===== config.mk =====
export PLATFORM = sky130hd
export DESIGN_NAME = fpu_add_ctrl_flat
export DESIGN_NICKNAME = d
export VERILOG_FILES = /design/src/rtl/fpu_add_ctrl_if.sv /design/src/rtl/fpu_add_ctrl.sv /design/src/flat_wrapper.sv
export SDC_FILE = /design/constraint.sdc
export NUM_CORES = 1
export LEC_CHECK = 0
export ABC_CLOCK_PERIOD_IN_PS = 6420
export CAP_MARGIN = 20
export CORE_MARGIN = 2
export CORE_UTILIZATION = 50
export CTS_CLUSTER_SIZE = 24
export DETAILED_ROUTE_END_ITERATION = 7
export GPL_ROUTABILITY_DRIVEN = 0
export GPL_TIMING_DRIVEN = 0
export PLACE_DENSITY = 0.93
export RECOVER_POWER = 100
export SETUP_SLACK_MARGIN = 0.02
export SLEW_MARGIN = 20
export SYNTH_ARGS = -nofsm -noshare
export SYNTH_HDL_FRONTEND = slang
export SYNTH_SLANG_ARGS = --single-unit

===== constraint.sdc =====
create_clock -name clk -period 6.42 [get_ports clk]
set_clock_uncertainty 0.2 [all_clocks]
set_input_delay 0.642 -clock clk [delete_from_list [all_inputs] [get_ports clk]]
set_output_delay 0.642 -clock clk [all_outputs]
set_load 0.02 [all_outputs]

===== src/rtl/fpu_add_ctrl_if.sv =====
// fpu_add_ctrl_if: register bus plus adder issue/complete handshake
interface fpu_add_ctrl_if;
  logic [3:0] address;
  logic [31:0] data_in;
  logic [31:0] data_out;
  logic data_write;
  logic data_read;
  logic fpu_valid_in;
  logic [31:0] fpu_a;
  logic [31:0] fpu_b;
  logic fpu_valid_out;
  logic [31:0] fpu_result;
  logic irq;
  modport slave (
    input address, data_in, data_write, data_read, fpu_valid_out, fpu_result,
    output data_out, fpu_valid_in, fpu_a, fpu_b, irq
  );
  modport master (
    output address, data_in, data_write, data_read, fpu_valid_out, fpu_result,
    input data_out, fpu_valid_in, fpu_a, fpu_b, irq
  );
endinterface


===== src/rtl/fpu_add_ctrl.sv =====
// fpu_add_ctrl: register-mapped sequencer for a pipelined FP adder with timeout.
// Define FPU_ADD_CTRL_IRQ_EN to build the registered completion irq.
module fpu_add_ctrl #(
  parameter int TIMEOUT_CYCLES = 8
) (
  input logic clk,
  input logic rst_n,
  fpu_add_ctrl_if.slave bus
);
  typedef enum logic [1:0] {IDLE, ISSUE, WAIT, DONE} state_t;
  localparam int CW = $clog2(TIMEOUT_CYCLES + 1);
  state_t state;
  logic [31:0] reg_a, reg_b, result;
  logic op, done, error, valid_in;
  logic [CW-1:0] cnt;
  logic idle, busy, wr_a, wr_b, start, rd_res, timeout, finish;
  always_comb begin
    idle = state == IDLE || state == DONE;
    busy = state == ISSUE || state == WAIT;
    wr_a = bus.data_write && idle && bus.address == 4'h0;
    wr_b = bus.data_write && idle && bus.address == 4'h4;
    start = bus.data_write && idle && bus.address == 4'h8 && bus.data_in[0];
    rd_res = bus.data_read && bus.address == 4'hC;
    timeout = cnt == CW'(TIMEOUT_CYCLES - 1);
    finish = state == WAIT && (bus.fpu_valid_out || timeout);
  end
  assign bus.fpu_valid_in = valid_in;
  assign bus.fpu_a = reg_a;
  assign bus.fpu_b = {reg_b[31] ^ op, reg_b[30:0]};
  assign bus.data_out = bus.address == 4'h0 ? reg_a :
                        bus.address == 4'h4 ? reg_b :
                        bus.address == 4'h8 ? {29'b0, error, done, busy} :
                        bus.address == 4'hC ? result : 32'h0;
  // Completion updates are placed after the read-clear so a same-cycle capture keeps done set.
  always_ff @(posedge clk or negedge rst_n) begin
    if (!rst_n) begin
      state <= IDLE;
      reg_a <= '0;
      reg_b <= '0;
      result <= '0;
      op <= 1'b0;
      done <= 1'b0;
      error <= 1'b0;
      valid_in <= 1'b0;
      cnt <= '0;
    end else begin
      valid_in <= 1'b0;
      if (wr_a) reg_a <= bus.data_in;
      if (wr_b) reg_b <= bus.data_in;
      if (rd_res) done <= 1'b0;
      case (state)
        IDLE, DONE: if (start) begin
          state <= ISSUE;
          valid_in <= 1'b1;
          op <= bus.data_in[1];
          done <= 1'b0;
          error <= 1'b0;
        end
        ISSUE: begin
          state <= WAIT;
          cnt <= '0;
        end
        WAIT: if (bus.fpu_valid_out) begin
          result <= bus.fpu_result;
          done <= 1'b1;
          state <= DONE;
        end else if (timeout) begin
          result <= 32'h7FC0_0000;
          error <= 1'b1;
          done <= 1'b1;
          state <= DONE;
        end else cnt <= cnt + 1'b1;
        default: state <= IDLE;
      endcase
    end
  end
`ifdef FPU_ADD_CTRL_IRQ_EN
  logic irq_q;
  always_ff @(posedge clk or negedge rst_n) begin
    if (!rst_n) irq_q <= 1'b0;
    else if (finish) irq_q <= 1'b1;
    else if (rd_res || start) irq_q <= 1'b0;
  end
  assign bus.irq = irq_q;
`else
  assign bus.irq = 1'b0;
`endif
endmodule


===== src/flat_wrapper.sv =====
// flat-port wrapper written by rule: the top's interface ports become plain ports
module fpu_add_ctrl_flat 
#(
  parameter int TIMEOUT_CYCLES = 8
)
  (clk, rst_n, bus_address, bus_data_in, bus_data_write, bus_data_read, bus_fpu_valid_out, bus_fpu_result, bus_data_out, bus_fpu_valid_in, bus_fpu_a, bus_fpu_b, bus_irq);
  fpu_add_ctrl_if bus_i ();
  input logic clk;
  input logic rst_n;
  input wire logic [$bits(bus_i.address)-1:0] bus_address;
  input wire logic [$bits(bus_i.data_in)-1:0] bus_data_in;
  input wire logic [$bits(bus_i.data_write)-1:0] bus_data_write;
  input wire logic [$bits(bus_i.data_read)-1:0] bus_data_read;
  input wire logic [$bits(bus_i.fpu_valid_out)-1:0] bus_fpu_valid_out;
  input wire logic [$bits(bus_i.fpu_result)-1:0] bus_fpu_result;
  output wire logic [$bits(bus_i.data_out)-1:0] bus_data_out;
  output wire logic [$bits(bus_i.fpu_valid_in)-1:0] bus_fpu_valid_in;
  output wire logic [$bits(bus_i.fpu_a)-1:0] bus_fpu_a;
  output wire logic [$bits(bus_i.fpu_b)-1:0] bus_fpu_b;
  output wire logic [$bits(bus_i.irq)-1:0] bus_irq;
  assign bus_i.address = bus_address;
  assign bus_i.data_in = bus_data_in;
  assign bus_i.data_write = bus_data_write;
  assign bus_i.data_read = bus_data_read;
  assign bus_i.fpu_valid_out = bus_fpu_valid_out;
  assign bus_i.fpu_result = bus_fpu_result;
  assign bus_data_out = bus_i.data_out;
  assign bus_fpu_valid_in = bus_i.fpu_valid_in;
  assign bus_fpu_a = bus_i.fpu_a;
  assign bus_fpu_b = bus_i.fpu_b;
  assign bus_irq = bus_i.irq;
  fpu_add_ctrl #(.TIMEOUT_CYCLES(TIMEOUT_CYCLES)) u_core (.clk(clk), .rst_n(rst_n), .bus(bus_i));
endmodule

Yosys cells after proc, flatten, opt, wreduce, memory -nomap -nowiden
Cells that the tools add are included.
{"block": "totals", "regBits": 106, "in_bits": 73, "output_inout_bits": 98}
{"block": "classes", "add_sub_neg": 1, "n_eq_ne": 12, "muxes": 24, "bitwise": 1, "n_reduce_logical": 19}
{"cell": "$mux W32", "n": 6}
{"cell": "$mux W1", "n": 9}
{"cell": "$eq A4 B3 Y1 const B", "n": 2}
{"cell": "$eq A4 B4 Y1 const B", "n": 2}
{"cell": "$mux W4", "n": 2}
{"cell": "$pmux W4 S2", "n": 1}
{"cell": "$logic_and A1 B1 Y1", "n": 6}
{"cell": "$mux W2", "n": 3}
{"cell": "$pmux W2 S3", "n": 1}
{"cell": "$reduce_and A2 Y1", "n": 3}
{"cell": "$reduce_bool A2 Y1", "n": 3}
{"cell": "$add A4 B1 Y4 const B", "n": 1}
{"cell": "$eq A2 B2 Y1 const B", "n": 2}
{"cell": "$logic_not A4 Y1", "n": 1}
{"cell": "$ne A2 B1 Y1 const B", "n": 2}
{"cell": "$ne A2 B2 Y1 const B", "n": 2}
{"cell": "$pmux W1 S2", "n": 2}
{"cell": "$reduce_and A4 Y1", "n": 1}
{"cell": "$ne A3 B2 Y1 const B", "n": 1}
{"cell": "$reduce_and A3 Y1", "n": 1}
{"cell": "$eq A2 B1 Y1 const B", "n": 1}
{"cell": "$logic_not A2 Y1", "n": 1}
{"cell": "$logic_or A1 B1 Y1", "n": 2}
{"cell": "$reduce_or A2 Y1", "n": 1}
{"cell": "$xor A1 B1 Y1", "n": 1}

Logic depth before layout (Yosys ltp)
{"block": "logic_depth", "ltp_word": 7, "depth_mapped": 7, "ltp_nobuf": 5}

Least setup slack after synthesis
Ideal clock, no wire load.
{"block": "synth_path", "kind": "input to output", "startpoint": "input port bus_address[3]", "endpoint": "output port bus_data_out[21]", "t_arrival_ns": 1.958, "required_ns": 5.578, "slack_ns": 3.620, "path_stages": 6, "path_buffers": 3, "path_cell_list": "buf_2 -> nor3_1 -> clkbuf_1 -> clkbuf_1 -> o21ai_0 -> a21oi_1"}
{"block": "synth_via", "elab_chain_len": 5, "elab_cells_between_ends": 8}
{"element": "from (decl)", "line_no": "flat_wrapper.sv:10", "source": "input wire logic [$bits(bus_i.address)-1:0] bus_address;"}
{"element": "$eq A4 B4 Y1", "line_no": "fpu_add_ctrl.sv:33", "source": "bus.address == 4'hC ? result : 32'h0;"}
{"element": "$mux W32", "line_no": "fpu_add_ctrl.sv:33"}
{"element": "$mux W32", "line_no": "fpu_add_ctrl.sv:32", "source": "bus.address == 4'h8 ? {29'b0, error, done, busy} :"}
{"element": "$mux W32", "line_no": "fpu_add_ctrl.sv:31", "source": "bus.address == 4'h4 ? reg_b :"}
{"element": "$mux W32 (*)", "line_no": "fpu_add_ctrl.sv:30", "source": "assign bus.data_out = bus.address == 4'h0 ? reg_a :"}
{"element": "to (decl)", "line_no": "flat_wrapper.sv:16", "source": "output wire logic [$bits(bus_i.data_out)-1:0] bus_data_out;"}
Every way passes the cells marked *; elsewhere a longest branch is shown, timed or not.

Worst setup path in the final report
{"block": "layout_path", "startpoint": "input port bus_address[0]", "endpoint": "output port bus_data_out[21]"}
Same word-level chain as after synthesis.

==> flow_summary.json <==
{
  "dpl.cell_count": 747,
  "first_global_vias": 4438,
  "clock_latency_ns": 0.36,
  "synth.avg_cell_area_um2": 11.7,
  "ys_warn_count": 0,
  "numCtsBuffers": 9,
  "r2r_start": "u_core.state[0]",
  "port_buffers": 167,
  "critPathTopFamily": "buffers and inverters",
  "nNetsFinal": 700,
  "hold_start": "u_core.result[24]",
  "die-area_um2": 11200,
  "postRouteAntennaNets": 0,
  "drt_pass1_iterations": 6,
  "rows": 37,
  "tritoncts": "yes",
  "fin_crit_ns": 4.33,
  "cp-start-kind": "input pin",
  "cts-root-buf": "clkbuf_8",
  "final-hold-violation-count": 0,
  "path_class": "input pin to output pin",
  "timing.rr.end": "u_core.bus.fpu_a[2]",
  "synth.area.top_cells": "dfrtp_1 (51%), mux2_4 (8.7%), mux2_2 (7.4%), buf_4 (4.6%), a22o_1 (4.1%)",
  "cp.buffers_inverters": 4,
  "hold_end": "u_core.result[24]",
  "worst_pin_slew_ns": 2.37,
  "final_cell_mix": "dfrtp_1 (106), dlygate4sd3_1 (100), clkdlybuf4s50_1 (67)",
  "reg2reg_depth": 6,
  "wl_per_cell_um": 18.6,
  "yosysSeqAreaShare_pct": 51.3,
  "rsz0062_at_grt": "no",
  "synth_top_area_share_pct": 51.3,
  "async_flop_share_pct": 100,
  "period_share_pct": 67.4,
  "powerDensity_nw_per_um2": 410,
  "ir_drop_mv": 0.293,
  "dr_total_vias": 4170,
  "leakagePower_nw": 3.22,
  "cts_resized": 0,
  "nFillCells": 768,
  "die_w_um": 106,
  "path_clk_slew_ns": 0.09,
  "cap_viol_max_count": 1,
  "cts_buffer_depth": 2,
  "end_kind": "output pin",
  "stdcell_area_um2": 7080,
  "layout-drive-gt1-share_pct": 14.6,
  "synth_top_area_cell": "dfrtp_1",
  "initial_core_util_pct": 50.8,
  "antenna_cells": 0,
  "clock-sinks": 106,
  "grt_max_degree": 66,
  "synth.net_count": 520,
  "fmax_mhz": 231,
  "cts-htree-levels": 3,
  "final_core_util_pct": 69.5,
  "track_usage_pct": 25.5,
  "dp_hpwl_um": 10100,
  "final.setup.tns_ns": 0,
  "hold_class": "flip-flop to flip-flop",
  "ioPinCount": 171,
  "die_h_um": 106,
  "crit_required_ns": 5.58,
  "outcome": "finished, violations left",
  "regToRegSetupSlack_ns": 3.43,
  "synthCells": 443,
  "critPathSlowestCell": "dlygate4sd3_1",
  "dpl_cell_area_um2": 7040,
  "synth.distinct_cells": 42,
  "whs_path_depth": 1,
  "grt_pass1_wl_um": 22300,
  "area_growth_pct": 36.9,
  "crit_chain": "dlygate4sd3_1 -> nor3_1 -> clkbuf_1 -> clkbuf_1 -> o21ai_0 -> a21oi_1 -> dlygate4sd3_1",
  "setup_viol": 0,
  "cp_max_fo": 10,
  "coreArea_um2": 10200,
  "final_max_slew_viol_count": 42,
  "totalWireLength_um": 14200,
  "synth-seq-cells": 106,
  "synthesis.area_um2": 5170,
  "drc_errors": 2,
  "dominantRegCellSynth": "dfrtp_1",
  "overflow": 0,
  "viasPerCell": 5.46,
  "slew_headroom_pct": -58.0,
  "layout_commonest_cell": "dfrtp_1",
  "failed_checks": "design-rule violations, max-capacitance violations, max-slew violations",
  "cp.arrival_ns": 3.49,
  "slowest_delay_ns": 0.71,
  "antenna_found_initial": 0,
  "drt_iter0_drc": 156,
  "instances_no_fill": 764,
  "synth_edf_count": 0
}
-- logic make-up after synthesis --
kind of cell,count (synthesis),synth area share (%)
other,1,0.0725
adder cells (fa/ha/maj),4,0.967
XOR/XNOR,1,0.169
buffers and inverters,66,7.76
flip-flops,106,51.3
AND/OR/NAND/NOR,89,8.44
AO/OA/AOI/OAI,106,13.3
multiplexers,70,18.0
-- cell type report --
| type | count | area (um2) | area share (%) |
|---|---|---|---|
| Buffer | 60 | 350 | 4.95 |
| Clock buffer | 11 | 141 | 2.00 |
| Clock inverter | 5 | 45.0 | 0.636 |
| Inverter | 6 | 22.5 | 0.318 |
| Multi-Input combinational cell | 271 | 2000 | 28.2 |
| Sequential cell | 106 | 2650 | 37.5 |
| Tap cell | 136 | 170 | 2.40 |
| Timing Repair Buffer | 169 | 1700 | 24.0 |
-- what timing repair did --
item | in CTS | in global routing
endpoints found under the hold margin | 25 | 0
hold buffers | 1 | 0
buffers inserted | 0 | 0
-- state kept, by name, indices dropped and copies added, names as in the netlist --
register / count
u_core.result: 32
u_core.state: 2
u_core.error: 1
u_core.bus.fpu_valid_in: 1
u_core.bus.fpu_a: 32
u_core.op: 1
u_core.cnt: 4
u_core.done: 1
u_core.reg_b: 32
-- how the worst max path moves through the flow --
stage                      endpoint      startpoint  cells after the start  slack, ns
4_1_cts            bus_data_out[21]  bus_address[1]                      7       2.19
3_5_place_dp       bus_data_out[21]  bus_address[1]                      7       2.25
2_1_floorplan      bus_data_out[21]  bus_address[3]                      6       3.62
5_1_grt            bus_data_out[27]  bus_address[0]                      7       1.92
6_report           bus_data_out[21]  bus_address[0]                      7       2.09
3_3_place_gp   u_core.bus.fpu_a[17]           rst_n                      1       0.63
-- power breakdown --
part / leakage, nW / switching (mW) / internal [mW]
combinational: 1.83 / 0.594 / 0.698
clock: 0.0925 / 0.245 / 0.159
sequential: 1.30 / 0.232 / 0.977
-- per-stage QoR --
stage               worst slack, ns  total power [mW]  hold WS [ns]
floorplan                      3.62              2.03         0.146
global placement              0.634              2.61         0.273
detailed placement             2.25              2.67         0.277
CTS                            2.19              3.08         0.302
global route                   1.92              3.06         0.317
finish                         2.09              2.90         0.306
-- Yosys cell counts (all sizes together) (2+ instances only) --
master and count:
a211oi 3, a21oi 30, a22o 24, a311oi 2
and3b 3, buf 44, clkbuf 16, dfrtp 106
ha 4, inv 6, mux2 66, mux4 3
nand2 33, nand3b 2, nand4b 2, nor2 35
nor3 3, nor3b 3, nor4bb 2, o21ai 31
o22a 9, o22ai 2
-- routing by layer --
metal  vias up  global-route usage (%)  part of all wire (%)
met5         -                       0                     0
li1       1906                       -                     -
met4         0                    9.87                   2.0
met2       164                    42.4                    51
met3        25                    5.88                   6.4
met1      2075                    32.4                    41
No activity file was read; power rests on OpenSTA's default activity.
